--- src/rtl/wb_arbiter.sv ---
// -----------------------------------------------------------------------------
// wb_arbiter -- writeback arbiter feeding two common-data-bus broadcast slots.
//
// Three functional units (ALU=0, BR=1, LSU=2) present completed results. Each
// cycle up to two of them are granted (combinational ready) in round-robin
// priority order starting at rr_ptr. On the next rising edge the first grant
// lands in cdb0 and the second in cdb1. When all three request, the one left
// out becomes the head of the priority order for the following cycle.
//
// Ports
//   clk                         clock, rising edge
//   reset                       asynchronous, active-low reset
//   {alu,br,lsu}_valid_in       result request
//   {alu,br,lsu}_prd_in [6:0]   destination physical register
//   {alu,br,lsu}_rob_in [4:0]   ROB index of completing instruction
//   {alu,br,lsu}_ready_out      grant (transfer when valid && ready)
//   mispredict                  flush strobe: blocks all grants this cycle
//   cdb{0,1}_valid              broadcast slot valid (registered)
//   cdb{0,1}_preg [6:0]         broadcast physical-register tag (registered)
//   cdb{0,1}_rob  [4:0]         broadcast ROB tag (registered)
//   conflict_cnt [15:0]         3-way conflict counter
//
// Build option
//   WB_ARBITER_PERF_EN  when defined, conflict_cnt counts (saturating) the
//                       non-mispredict cycles with all three requests high;
//                       when undefined it is tied to zero and has no flops.
// -----------------------------------------------------------------------------
module wb_arbiter (
  input  logic        clk,
  input  logic        reset,

  input  logic        alu_valid_in,
  input  logic [6:0]  alu_prd_in,
  input  logic [4:0]  alu_rob_in,
  output logic        alu_ready_out,

  input  logic        br_valid_in,
  input  logic [6:0]  br_prd_in,
  input  logic [4:0]  br_rob_in,
  output logic        br_ready_out,

  input  logic        lsu_valid_in,
  input  logic [6:0]  lsu_prd_in,
  input  logic [4:0]  lsu_rob_in,
  output logic        lsu_ready_out,

  input  logic        mispredict,

  output logic        cdb0_valid,
  output logic [6:0]  cdb0_preg,
  output logic [4:0]  cdb0_rob,

  output logic        cdb1_valid,
  output logic [6:0]  cdb1_preg,
  output logic [4:0]  cdb1_rob,

  output logic [15:0] conflict_cnt
);

  localparam int N_REQ = 3;

  // ---------------------------------------------------------------------------
  // State
  // ---------------------------------------------------------------------------
  logic [1:0] rr_ptr_q,     rr_ptr_d;
  logic       cdb0_valid_q, cdb0_valid_d;
  logic [6:0] cdb0_preg_q,  cdb0_preg_d;
  logic [4:0] cdb0_rob_q,   cdb0_rob_d;
  logic       cdb1_valid_q, cdb1_valid_d;
  logic [6:0] cdb1_preg_q,  cdb1_preg_d;
  logic [4:0] cdb1_rob_q,   cdb1_rob_d;

  // ---------------------------------------------------------------------------
  // Request view
  // ---------------------------------------------------------------------------
  logic [N_REQ-1:0] req_valid;
  logic             all_req;

  assign req_valid = {lsu_valid_in, br_valid_in, alu_valid_in};
  assign all_req   = &req_valid;

  // rr_ptr == 3 can only arise from an upset; arbitrate as if it were 0.
  logic [1:0] rr_eff;
  assign rr_eff = (rr_ptr_q == 2'd3) ? 2'd0 : rr_ptr_q;

  // prio_idx[k] is the requester at priority position k (0 = highest).
  logic [1:0]       prio_idx [N_REQ];
  logic [N_REQ-1:0] prio_valid;

  for (genvar gi = 0; gi < N_REQ; gi++) begin : g_prio
    logic [2:0] sum;
    assign sum            = {1'b0, rr_eff} + 3'(gi);
    assign prio_idx[gi]   = (sum >= 3'd3) ? 2'(sum - 3'd3) : sum[1:0];
    assign prio_valid[gi] = req_valid[prio_idx[gi]];
  end

  // ---------------------------------------------------------------------------
  // Pick the first two valid requesters in priority order.
  // No grant at all while flushing or while reset is held.
  // ---------------------------------------------------------------------------
  logic       first_ok, second_ok;
  logic [1:0] first_sel, second_sel;

  always_comb begin
    first_ok   = 1'b0;
    second_ok  = 1'b0;
    first_sel  = 2'd0;
    second_sel = 2'd0;
    if (reset && !mispredict) begin
      if (prio_valid[0]) begin
        first_ok  = 1'b1;
        first_sel = prio_idx[0];
        if (prio_valid[1]) begin
          second_ok  = 1'b1;
          second_sel = prio_idx[1];
        end else if (prio_valid[2]) begin
          second_ok  = 1'b1;
          second_sel = prio_idx[2];
        end
      end else if (prio_valid[1]) begin
        first_ok  = 1'b1;
        first_sel = prio_idx[1];
        if (prio_valid[2]) begin
          second_ok  = 1'b1;
          second_sel = prio_idx[2];
        end
      end else if (prio_valid[2]) begin
        first_ok  = 1'b1;
        first_sel = prio_idx[2];
      end
    end
  end

  logic [N_REQ-1:0] grant;

  for (genvar gi = 0; gi < N_REQ; gi++) begin : g_grant
    assign grant[gi] = (first_ok  && (first_sel  == 2'(gi))) ||
                       (second_ok && (second_sel == 2'(gi)));
  end

  assign alu_ready_out = grant[0];
  assign br_ready_out  = grant[1];
  assign lsu_ready_out = grant[2];

  // ---------------------------------------------------------------------------
  // Payload selection for the two broadcast slots
  // ---------------------------------------------------------------------------
  logic [6:0] first_prd,  second_prd;
  logic [4:0] first_rob,  second_rob;

  always_comb begin
    first_prd = alu_prd_in;
    first_rob = alu_rob_in;
    case (first_sel)
      2'd1:    begin first_prd = br_prd_in;  first_rob = br_rob_in;  end
      2'd2:    begin first_prd = lsu_prd_in; first_rob = lsu_rob_in; end
      default: begin first_prd = alu_prd_in; first_rob = alu_rob_in; end
    endcase
  end

  always_comb begin
    second_prd = alu_prd_in;
    second_rob = alu_rob_in;
    case (second_sel)
      2'd1:    begin second_prd = br_prd_in;  second_rob = br_rob_in;  end
      2'd2:    begin second_prd = lsu_prd_in; second_rob = lsu_rob_in; end
      default: begin second_prd = alu_prd_in; second_rob = alu_rob_in; end
    endcase
  end

  // ---------------------------------------------------------------------------
  // Next state
  // ---------------------------------------------------------------------------
  always_comb begin
    // An empty slot broadcasts valid=0 but keeps its last tags.
    cdb0_valid_d = first_ok;
    cdb0_preg_d  = first_ok ? first_prd : cdb0_preg_q;
    cdb0_rob_d   = first_ok ? first_rob : cdb0_rob_q;
    cdb1_valid_d = second_ok;
    cdb1_preg_d  = second_ok ? second_prd : cdb1_preg_q;
    cdb1_rob_d   = second_ok ? second_rob : cdb1_rob_q;

    // Only a full 3-way conflict rotates the pointer: the requester left out
    // (last in the order) goes to the front. rr_eff also scrubs an illegal 3.
    rr_ptr_d = rr_eff;
    if (!mispredict && all_req) begin
      rr_ptr_d = prio_idx[2];
    end
  end

  always_ff @(posedge clk or negedge reset) begin
    if (!reset) begin
      rr_ptr_q     <= 2'd0;
      cdb0_valid_q <= 1'b0;
      cdb0_preg_q  <= 7'd0;
      cdb0_rob_q   <= 5'd0;
      cdb1_valid_q <= 1'b0;
      cdb1_preg_q  <= 7'd0;
      cdb1_rob_q   <= 5'd0;
    end else begin
      rr_ptr_q     <= rr_ptr_d;
      cdb0_valid_q <= cdb0_valid_d;
      cdb0_preg_q  <= cdb0_preg_d;
      cdb0_rob_q   <= cdb0_rob_d;
      cdb1_valid_q <= cdb1_valid_d;
      cdb1_preg_q  <= cdb1_preg_d;
      cdb1_rob_q   <= cdb1_rob_d;
    end
  end

  assign cdb0_valid = cdb0_valid_q;
  assign cdb0_preg  = cdb0_preg_q;
  assign cdb0_rob   = cdb0_rob_q;
  assign cdb1_valid = cdb1_valid_q;
  assign cdb1_preg  = cdb1_preg_q;
  assign cdb1_rob   = cdb1_rob_q;

  // ---------------------------------------------------------------------------
  // 3-way conflict counter (optional)
  // ---------------------------------------------------------------------------
`ifdef WB_ARBITER_PERF_EN
  logic [15:0] conflict_cnt_q, conflict_cnt_d;

  always_comb begin
    conflict_cnt_d = conflict_cnt_q;
    if (!mispredict && all_req && (conflict_cnt_q != 16'hFFFF)) begin
      conflict_cnt_d = conflict_cnt_q + 16'd1;
    end
  end

  always_ff @(posedge clk or negedge reset) begin
    if (!reset) begin
      conflict_cnt_q <= 16'd0;
    end else begin
      conflict_cnt_q <= conflict_cnt_d;
    end
  end

  assign conflict_cnt = conflict_cnt_q;
`else
  assign conflict_cnt = 16'd0;
`endif

endmodule

--- config.mk ---
export PLATFORM = sky130hd
export DESIGN_NAME = wb_arbiter
export DESIGN_NICKNAME = d
export VERILOG_FILES = /design/src/rtl/wb_arbiter.sv
export SDC_FILE = /design/constraint.sdc
export NUM_CORES = 1
export LEC_CHECK = 0
export ABC_AREA = 1
export CAP_MARGIN = 15
export CORE_MARGIN = 2
export CORE_UTILIZATION = 48
export DETAILED_ROUTE_END_ITERATION = 8
export GPL_TIMING_DRIVEN = 0
export HOLD_SLACK_MARGIN = 0.12
export PLACE_DENSITY = 0.9
export SLEW_MARGIN = 20
export SYNTH_ARGS = -nofsm -noshare
export SYNTH_HDL_FRONTEND = slang
export SYNTH_SLANG_ARGS = --single-unit
export TNS_END_PERCENT = 20
--- constraint.sdc ---
create_clock -name clk -period 7.95 [get_ports clk]
set_clock_uncertainty 0.1 [all_clocks]
set_input_delay 0.795 -clock clk [delete_from_list [all_inputs] [get_ports clk]]
set_output_delay 0.795 -clock clk [all_outputs]
set_load 0.05 [all_outputs]
Yosys cells after proc, flatten, opt, wreduce, memory -nomap -nowiden --
Cells that the tools add are included.
Storage, ports and cells: register bits after elaboration 28, input port bits 42, logic and storage cells 67, output and inout port bits 45
Cells by class: multiplexer cells 29, order comparisons 6, eq/ne operators 5, reductions and logical operators 15, add/subtract/negate cells 5
Operators with widths (count):
- $pmux W7 S2 | 2
- $mux W2 | 12
- $pmux W5 S2 | 2
- $mux W1 | 10
- $lt A2 B3 Y1 const B | 3
- $logic_and A1 B1 Y1 | 8
- $bmux W1 S2 | 3
- $eq A2 B2 Y1 const B | 3
- $ge A3 B2 Y1 const B | 2
- $sub A2 B2 Y2 const B | 3
- $eq A2 B1 Y1 const B | 2
- $logic_not A2 Y1 | 2
- $add A2 B1 Y3 const B | 1
- $add A2 B2 Y3 const B | 1
- $logic_or A1 B1 Y1 | 3
- $reduce_and A3 Y1 | 1
- $ge A2 B2 Y1 const B | 1
- $logic_not A1 Y1 | 1

Depth between registers and ports, before layout --
depth after elaboration 14, mapped depth 19, gate-level depth less buffers 18

Worst setup path before layout --
No wires, ideal clock.
path type register to output, start point reg rr_ptr_q[0], end point out lsu_ready_out, setup slack 5.038 ns, buffers on the path 0, stages on the path, launching flop included 14, data arrival time 2.017 ns, data required time 7.055 ns, path through dfrtp_1 > inv_1 > ha_1 > inv_2 > nand2_1 > nand3_2 > nand2_2 > o21ai_0 > nand2_1 > nand3_1 > inv_1 > ha_1 > nand3_1 > nand2_1
Between the ends: word-level cells in the longest chain between the ends 14, elaborated cells on any way between the ends 38, those cells by class add/sub (5); order compare (3); eq/ne (3); mux (24); reduce/logical (3)
RTL lines:
- from (decl) | line 65 | logic [1:0] rr_ptr_q, rr_ptr_d;
- from (signal assigned) | line 201 | rr_ptr_q <= rr_ptr_d;
- $eq A2 B2 Y1 | line 84 | assign rr_eff = (rr_ptr_q == 2'd3) ? 2'd0 : rr_ptr_q;
- $mux W2 (*) | line 84
- $add A2 B2 Y3 | line 92 | assign sum = {1'b0, rr_eff} + 3'(gi);
- $ge A3 B2 Y1 / $sub A2 B2 Y2 (equally long branches) | line 93 | assign prio_idx[gi] = (sum >= 3'd3) ? 2'(sum - 3'd3) : sum[1:0];
- $mux W2 | line 93
- $bmux W1 S2 | line 94 | assign prio_valid[gi] = req_valid[prio_idx[gi]];
- $mux W1 (implied by the code) | line 94
- $mux W2 | line 116, 123, 127
- $mux W2 (on tied branches) | line 113, 120
- $mux W2 | line 110 | if (prio_valid[0]) begin
- $mux W2 | line 109 | if (reset && !mispredict) begin
- $eq A2 B2 Y1 (on tied branches) | line 137, 138
- $logic_and A1 B1 Y1 (on tied branches) | line 137, 138
- $logic_or A1 B1 Y1 (*) | line 137 | assign grant[gi] = (first_ok && (first_sel == 2'(gi))) ||
- to (decl) | line 45 | output logic lsu_ready_out,
Mark *: on every way between the ends. The rest lies on a longest branch, timed or not. The select of a mux whose other input is x is not followed.

Worst setup path after layout --
start point in reset, end point out lsu_ready_out
Between the ends: word-level cells in the longest chain between the ends 5, elaborated cells on any way between the ends 10, those cells by class eq/ne (2); mux (4); reduce/logical (4)
RTL lines:
- from (decl) | line 30 | input logic reset,
- $logic_and A1 B1 Y1 (*) | line 109
- $mux W2 | line 109
- $eq A2 B2 Y1 (on tied branches) | line 137, 138
- $logic_and A1 B1 Y1 (on tied branches) | line 137, 138
- $logic_or A1 B1 Y1 (*) | line 137
Mark *: on every way between the ends. The rest lies on a longest branch, timed or not.

==> out/qor.yml <==
clocking:
  clockBufferDepth: 2
  htree_levels: 1
  cts_resized: 0
  cts_root_buf: "clkbuf_8"
  clk_latency_ps: 280
  cts_tree: "yes"
  cts.reportedPaths.clkPinSlew_ps: 90
  cts_setup_buffers: 0
  clkSinkCount: 28
  ctsHoldBuffers: 0
  cts_made_buffers: 3
place:
  placed_area_um2: 3050
  gp_congestion: 0.914
  dp_hpwl_mm: 4.98
  portBuffers: 70
routing:
  drc: 0
  antenna_left: 0
  vias: 2470
  drt_iter0_drc: 263
  drt-total-wl_mm: 6.38
  avgViaCountPerCell: 5.15
  drtPass1Iterations: 6
  wire_per_inst_um: 13.3
global_routing:
  grt_pass1_wl_mm: 10.0
  grt_max_degree: 30
  grt_antenna_before_repair: 0
  gr-total-overflow: 0
  grtUsageTotal_pct: 24.3
  grt_pass1_vias: 2246
setup_path:
  path_cells: "buf_2, inv_1, nor2_4, nand3_1, nand2_2, buf_4, nand3_1, nand2_1, clkdlybuf4s50_1"
  required_ps: 7050
  critical_path.max_stage_delay_ps: 810
  cp-start-kind: "primary input"
  crit_fanout: 29
  cp-end-kind: "primary output"
  critical_path_class: "primary input to primary output"
  slowest_stage: "clkdlybuf4s50_1"
  crit_arrival_ps: 3290
  cp_common_cell: "nand3_1"
timing:
  setup_violations: 0
  timing.setup.tns_ps: 0
  slew_violations: 0
  timing.hold.ws_ps: 381
  slew_headroom_pct: 55.2
  max_freq_mhz: 239
  post-route-min-period_ps: 4180
  grt_setup_unrepaired: "false"
  tightest_slew_ps: 672
  hold_violations: 0
  period_share_pct: 52.6
finish:
  nets: 481
  drive_gt1_share_pct: 9.58
  multiInputGateArea_um2: 1180
  final_util_pct: 70.3
  seq_area_um2: 701
  diodes: 0
  stdcell_area_um2: 3100
  n_fill_cell: 378
  syn_to_final_growth_pct: 39.1
floorplan:
  initial_core_util_pct: 50.5
  die_y_um: 72.2
  dieArea_um2: 5210
  num_io_pins: 87
  die_x_um: 72.2
  num_rows: 24
  core_area_um2: 4410
synthesis:
  synth_top_area_share_pct: 31.4
  yosysUniqueCellTypes: 22
  ys_warn_count: 0
  synth_ff_type: "dfrtp_1"
  syn_inst: 339
  synth.yosys.seq_area_share_pct: 31.4
  async_reset_ff_share_pct: 100
  yosys.area.top_type: "dfrtp_1"
  syn_area_per_cell_um2: 6.58
  synth_area_um2: 2230
  synth-edff-count: 0
  synth_seq_cells: 28
  netlist_top_cells_area: "dfrtp_1 (31%), nand2_1 (22%), inv_1 (9.1%), o22ai_1 (6.7%), buf_4 (6.4%)"
job:
  cap_violations: 0
power:
  leakage_uw: 0.00168
  irDropWorstVdd_v: 0.000163
  total_power_uw: 1080
  power-per-cell-area_nw_per_um2: 349
outcome:
  outcome: "finished, final reports clean"
min_path:
  min_path_type: "flip-flop to flip-flop"
metal layers:
metal | GRT usage (%) | up-vias | share of wire (%)
met3 | 4.17 | 25 | 9.4
met2 | 41.2 | 135 | 47
met1 | 30.4 | 1111 | 40
li1 | - | 1199 | -
met4 | 10.7 | 0 | 3.3
met5 | 0 | - | 0
final cells by class:
| type | count | area share, % |
|---|---|---|
| Tap cell | 52 | 2.10 |
| Inverter | 57 | 6.90 |
| Sequential cell | 28 | 22.6 |
| Multi-Input combinational cell | 240 | 37.9 |
| Timing Repair Buffer | 70 | 22.4 |
| Clock buffer | 4 | 1.77 |
| Buffer | 29 | 6.29 |
kinds of logic (layout without fill, tap and decap cells):
logic type      after synthesis  count (layout)  synth area share, %
compound gates               45              45                 12.0
fa+ha+maj                    10              10                 5.61
buf+inv                      86             160                 18.4
flops                        28              28                 31.4
other cells                   1              16                0.168
simple gates                169             169                 32.5
flip-flops by register name, summed over array words and instances, names as in the netlist:
signal	cells
cdb0_preg	7
cdb1_rob	5
cdb1_valid	1
cdb0_valid	1
cdb0_rob	5
rr_ptr_q	2
cdb1_preg	7
cells in the mapped netlist, types with 3 or more instances:
master    instances
buf_4            19
nand3_1          24
nand2_1         132
inv_1            54
clkbuf_1          8
dfrtp_1          28
ha_1             10
nand2_2           6
o21ai_1          12
o22ai_1          24
inv_2             3
o21ai_0           6
stage by stage:
| stage | cells | worst slack (ps) |
|---|---|---|
| floorplan | 354 | 5040 |
| global placement | 476 | 2900 |
| detailed placement | 476 | 3760 |
| CTS | 480 | 3750 |
| global route | 480 | 3550 |
| finish | 480 | 3770 |
cell usage in the layout (no fill, tap or decap), drive strengths merged:
cell type,count
clkbuf,12
inv,57
nor2,2
o22ai,24
nand3,27
buf,22
clkdlybuf4s50,69
a21oi,2
conb,16
dfrtp,28
nand2,139
ha,10
o21ai,19
nand3b,1
power by group:
group | leakage [uW] | total, uW | switching (uW) | internal (uW)
Clock | 0.0000288 | 89.7 | 45.3 | 44.4
Combinational | 0.00130 | 754 | 509 | 245
Sequential | 0.000354 | 239 | 33.9 | 205
critical path: cells and delay by family:
family	cells	cell delay, ps
and+or+nand+nor	5	770
buffers and inverters	4	1690
final timing paths:
check	start	end	slack, ps	depth (start not counted)
worst max-delay path	reset	lsu_ready_out	3770	9
worst min-delay path	cdb1_rob[4]$_DFFE_PN0P_	cdb1_rob[4]$_DFFE_PN0P_	380	2
worst max register to register	rr_ptr_q[0]$_DFF_PN0_	cdb1_preg[3]$_DFFE_PN0P_	4810	18
worst min register to register	cdb1_rob[4]$_DFFE_PN0P_	cdb1_rob[4]$_DFFE_PN0P_	380	2
max in group asynchronous	reset	rr_ptr_q[0]$_DFF_PN0_	6880	1
min in group asynchronous	reset	cdb1_valid$_DFF_PN0_	440	1
(Power assumes the default switching activity.)
